===== src/rtl/mul_issue_ctrl.sv =====
// Issue/stall controller in front of the iterative multiplier: latches operands, pulses start,
// holds EX until done or watchdog expiry, and short-circuits exact repeats through a one-entry cache.
module mul_issue_ctrl #(
  parameter int TIMEOUT  = 40,
  parameter bit CACHE_EN = 1'b1
) (
  input  logic        clk,
  input  logic        rst,
  input  logic        valid_m,
  input  logic [2:0]  funct3,
  input  logic [4:0]  rdE,
  input  logic [31:0] rs1_dataE,
  input  logic [31:0] rs2_dataE,
  input  logic        flushE,
  input  logic        mul_done,
  input  logic [31:0] mul_result,
  output logic        startE,
  output logic [1:0]  mul_opcode,
  output logic [31:0] operand1,
  output logic [31:0] operand2,
  output logic        stall_mul,
  output logic        result_valid,
  output logic [31:0] resultM,
  output logic [4:0]  rdM,
  output logic        busy,
  output logic        timeout_err
);

  localparam int CW = $clog2(TIMEOUT);

  typedef enum logic [1:0] {S_IDLE, S_START, S_WAIT, S_WB} state_t;

  state_t         state, state_nx;
  logic [CW-1:0]  wait_cnt;
  logic           cache_vld;
  logic [1:0]     cache_op;
  logic [31:0]    cache_a, cache_b, cache_res;
  logic           accept, hit, cnt_last;

  assign accept   = (state == S_IDLE) && valid_m && !funct3[2] && !flushE;
  assign hit      = CACHE_EN && cache_vld && (cache_op == funct3[1:0]) &&
                    (cache_a == rs1_dataE) && (cache_b == rs2_dataE);
  assign cnt_last = (wait_cnt == CW'(TIMEOUT - 1));

  always_comb begin
    state_nx     = state;
    startE       = 1'b0;
    stall_mul    = accept;
    result_valid = 1'b0;
    busy         = (state != S_IDLE);
    timeout_err  = 1'b0;
    case (state)
      S_IDLE: begin
        if (accept) state_nx = hit ? S_WB : S_START;
      end
      S_START: begin
        stall_mul = 1'b1;
        if (flushE) begin
          state_nx = S_IDLE;
        end else begin
          startE   = 1'b1;
          state_nx = S_WAIT;
        end
      end
      S_WAIT: begin
        stall_mul = 1'b1;
        // flush beats done, done beats the watchdog
        if (flushE) begin
          state_nx = S_IDLE;
        end else if (mul_done) begin
          state_nx = S_WB;
        end else if (cnt_last) begin
          timeout_err = 1'b1;
          state_nx    = S_WB;
        end
      end
      S_WB: begin
        result_valid = 1'b1;
        state_nx     = S_IDLE;
      end
      default: state_nx = S_IDLE;
    endcase
  end

  always_ff @(posedge clk) begin
    if (rst) begin
      state      <= S_IDLE;
      wait_cnt   <= '0;
      cache_vld  <= 1'b0;
      cache_op   <= '0;
      cache_a    <= '0;
      cache_b    <= '0;
      cache_res  <= '0;
      mul_opcode <= '0;
      operand1   <= '0;
      operand2   <= '0;
      resultM    <= '0;
      rdM        <= '0;
    end else begin
      state <= state_nx;
      case (state)
        S_IDLE: begin
          if (accept) begin
            mul_opcode <= funct3[1:0];
            operand1   <= rs1_dataE;
            operand2   <= rs2_dataE;
            rdM        <= rdE;
            if (hit) resultM <= cache_res;
          end
        end
        S_START: wait_cnt <= '0;
        S_WAIT: begin
          wait_cnt <= wait_cnt + CW'(1);
          if (!flushE) begin
            if (mul_done) begin
              resultM   <= mul_result;
              cache_vld <= 1'b1;
              cache_op  <= mul_opcode;
              cache_a   <= operand1;
              cache_b   <= operand2;
              cache_res <= mul_result;
            end else if (cnt_last) begin
              resultM <= '0;
            end
          end
        end
        default: ;
      endcase
    end
  end

endmodule


===== config.mk =====
export PLATFORM = sky130hd
export DESIGN_NAME = mul_issue_ctrl
export DESIGN_NICKNAME = d
export VERILOG_FILES = /design/src/rtl/mul_issue_ctrl.sv
export SDC_FILE = /design/constraint.sdc
export NUM_CORES = 1
export LEC_CHECK = 0
export ABC_AREA = 0
export BUFFER_PORTS_ARGS = -buffer_cell sky130_fd_sc_hd__buf_2
export CORE_UTILIZATION = 36
export DETAILED_ROUTE_END_ITERATION = 7
export HOLD_SLACK_MARGIN = 0.12
export PLACE_DENSITY = 0.58
export SKIP_CTS_REPAIR_TIMING = 1
export SLEW_MARGIN = 40
export SYNTH_ARGS = -nofsm -noshare
export SYNTH_HDL_FRONTEND = slang
export SYNTH_SLANG_ARGS = --single-unit

===== constraint.sdc =====
create_clock -name clk -period 4.87 [get_ports clk]
set_input_delay 0.974 -clock clk [delete_from_list [all_inputs] [get_ports clk]]
set_output_delay 0.974 -clock clk [all_outputs]
set_load 0.01 [all_outputs]

==> run metrics <==
outcome=finished, final reports clean; Max FO, Critical Path=73; IO buf count=roughly 220; Initial DRC Count=between 600 and 700; power density cells=approximately 340 nW/um^2; Crit path max-delay family=simple AND/OR/NAND/NOR gates; via count=approximately 8,500; routed len/inst=17.39 microns; leakage power=about 4.1 nW; crit path capture type=output port; top cell types by occurrence after synthesis=376 x nand2_1, 210 x dfxtp_1, 171 x a21oi_1; Psw=0.9205 mW; DRC viols=0; leading register cell type out of synthesis=dfxtp_1; Syn Area/Cell=7.954 sq um; Util after Layout=0.4563; vias in the first global route=7,875; CTS sink count=210; Worst-Margin Slew=835.9 ps; Seq pwr share=0.462; Ports=217; post-layout min period=3620 ps; ranking of synthesized cells by area=dfxtp_1 46%, nand2_1 15%, a21oi_1 9.4%; clock buffer depth=3; area grow syn2layout=22.95%; Clock Pin Slew Worst Setup and Hold Paths=60 ps; Multi-input gate area=4588 sq um; critical path class=reg -> out; Filler cells=about 2,500; Async S/R FF share, synth=0; cell area after layout=11,230 sq um; setup TNS=0 ps; top cell type's share of synthesized area=0.4604; CP arrival=2650 ps; Root Driver=clkbuf_16; number of synthesized register bits=210; Final period util=0.7434; non-filler cells in the finished layout=1,660; DIE HEIGHT=161.3 microns; core box area=~25,000 sq um; overall routed net length=28,870 microns; Seq/Total Area, Yosys=0.4604; CTS tree=built; Setup WS post-layout=1250 ps; Final Max Tran Viols=0; Hold Vio Cnt, Final=0; Max-Cap Viols=0; f_max=~280 MHz; worst-path cell chain=inv_1, ha_1, inv_2, or4b_4, buf_6, nand2b_1, buf_2; Final setup viols=0; largest area contributor in the netlist=dfxtp_1; Die Wd=161.3 microns; count of cell types in the netlist=36; Routed Antenna Nets=0; drt pass-1 iters=4; first-pass GRT wire length=44,750 microns; clock power share=0.456; synth warn=0; highest-delay cell along the critical path=or4b_4; dpl hpwl=around 20,000 microns; largest net degree at the start of global routing=109; Die ar.=26,000 sq um; Syn Nets=1,263; placed insts=1,618; sw frac=0.2407; DR vias/cell=5.095; GPL Wtd Cong=0.9450; post-synthesis cell count=1,148; CP Buf/Inv Count=4; worst path required time=3900 ps; Synth Cell Area=9131 sq um; FF/Latch Area=4204 sq um; Skew-Pair Late Insertion Delay=510 ps; combinational group share of total power=0.082; Internal=2.905 mW; nets=roughly 1,400; Initial Util=0.3711; site row count=57; Inserted Clock Buffers=24; layout cell share with drive strength beyond 1=0.2262; EDFF count, synth=0; Layout Skew=6.205 ps; most frequent cell after synthesis=nand2_1; Place WS=1380 ps; maximum vdd drop=0.1783 mV; Hold Crit Class=reg -> reg; H-tree level count=1; total gr overflow=0; initial antenna violation count=2; total track usage=0.2175; Startpoint Class=register; Worst slew margin=0.4427; Post-DP Area=around 10,000 sq um; RSZ-0062 raised after global routing=false; max incr delay on CP=about 590 ps
cells in the final DEF (no fill, tap or decap), types with 5 or more instances in the layout:
cell	instances
xnor2_1	43
clkbuf_1	7
nand4_1	33
buf_4	7
nor2_1	48
inv_1	12
nand2_1	375
o2111ai_1	10
nand3_1	6
o2bb2ai_1	32
a21oi_1	171
dfxtp_1	210
clkbuf_16	25
xor2_1	5
nand2b_1	45
a221oi_2	30
buf_2	215
ha_1	6
nor4_1	10
worst min-delay path: cells and delay by family, from the launching register on:
family / cells / cell delay (ps)
AOI/OAI and AO/OA: 1 / 50
DFF: 1 / 310
and+or+nand+nor: 1 / 50
path summary, 6_finish.rpt:
| check | to | slack, ps | cells after the start | start |
|---|---|---|---|---|
| worst max register to register | cache_b[29] | 1610 | 8 | state[0] |
| worst min register to register | cache_res[12] | 450 | 2 | cache_res[12] |
| worst max-delay path | stall_mul | 1250 | 7 | state[0] |
| worst min-delay path | cache_res[12] | 450 | 2 | cache_res[12] |
kinds of logic after synthesis:
family          Yosys count  synth area share
simple gates            536            0.2510
fa+ha+maj                 6          0.008221
flops                   210            0.4604
mux                       1          0.001096
compound gates          252            0.1910
xor+xnor                 48           0.04604
buf+inv                  95           0.04220
state kept, by name, summed over array words and instances, names as in the netlist:
register,flops
cache_a,32
cache_b,32
cache_op,2
cache_res,32
cache_vld,1
mul_opcode,2
operand1,32
operand2,32
rdM,5
resultM,32
state,2
wait_cnt,6
through the flow:
stage               hold WS (ps)  power (mW)
floorplan                  436.4       1.963
global placement           439.0       2.119
detailed placement         447.4       2.120
CTS                        457.1       3.871
global route               470.4       3.962
finish                     454.5       3.825
per-layer routing:
layer / vias up / GRT usage / share of wire
li1: 4220 / - / -
met4: 2 / 0.06518 / 0.028
met5: - / 0 / 0.00059
met3: 43 / 0.03929 / 0.060
met1: 3925 / 0.2974 / 0.45
met2: 267 / 0.3480 / 0.46
power by group through the flow:
stage               Sequential, mW  Combinational, mW  Clock, mW
floorplan                     1.81              0.152          0
global placement              1.80              0.314          0
detailed placement            1.80              0.316          0
CTS                           1.77              0.317       1.79
global route                  1.77              0.346       1.85
finish                        1.77              0.315       1.74
area by class of cell:
cell class / count / share of cell area
diodes: 1 / 0.0002229
clock buffers: 36 / 0.06297
clock inverters: 5 / 0.004458
inverters: 13 / 0.004346
multi-input cells: 843 / 0.4087
flip-flops and latches: 210 / 0.3745
well taps: 324 / 0.03611
repair buffers: 228 / 0.1088
Note: power is estimated with default switching activity, not from simulation.
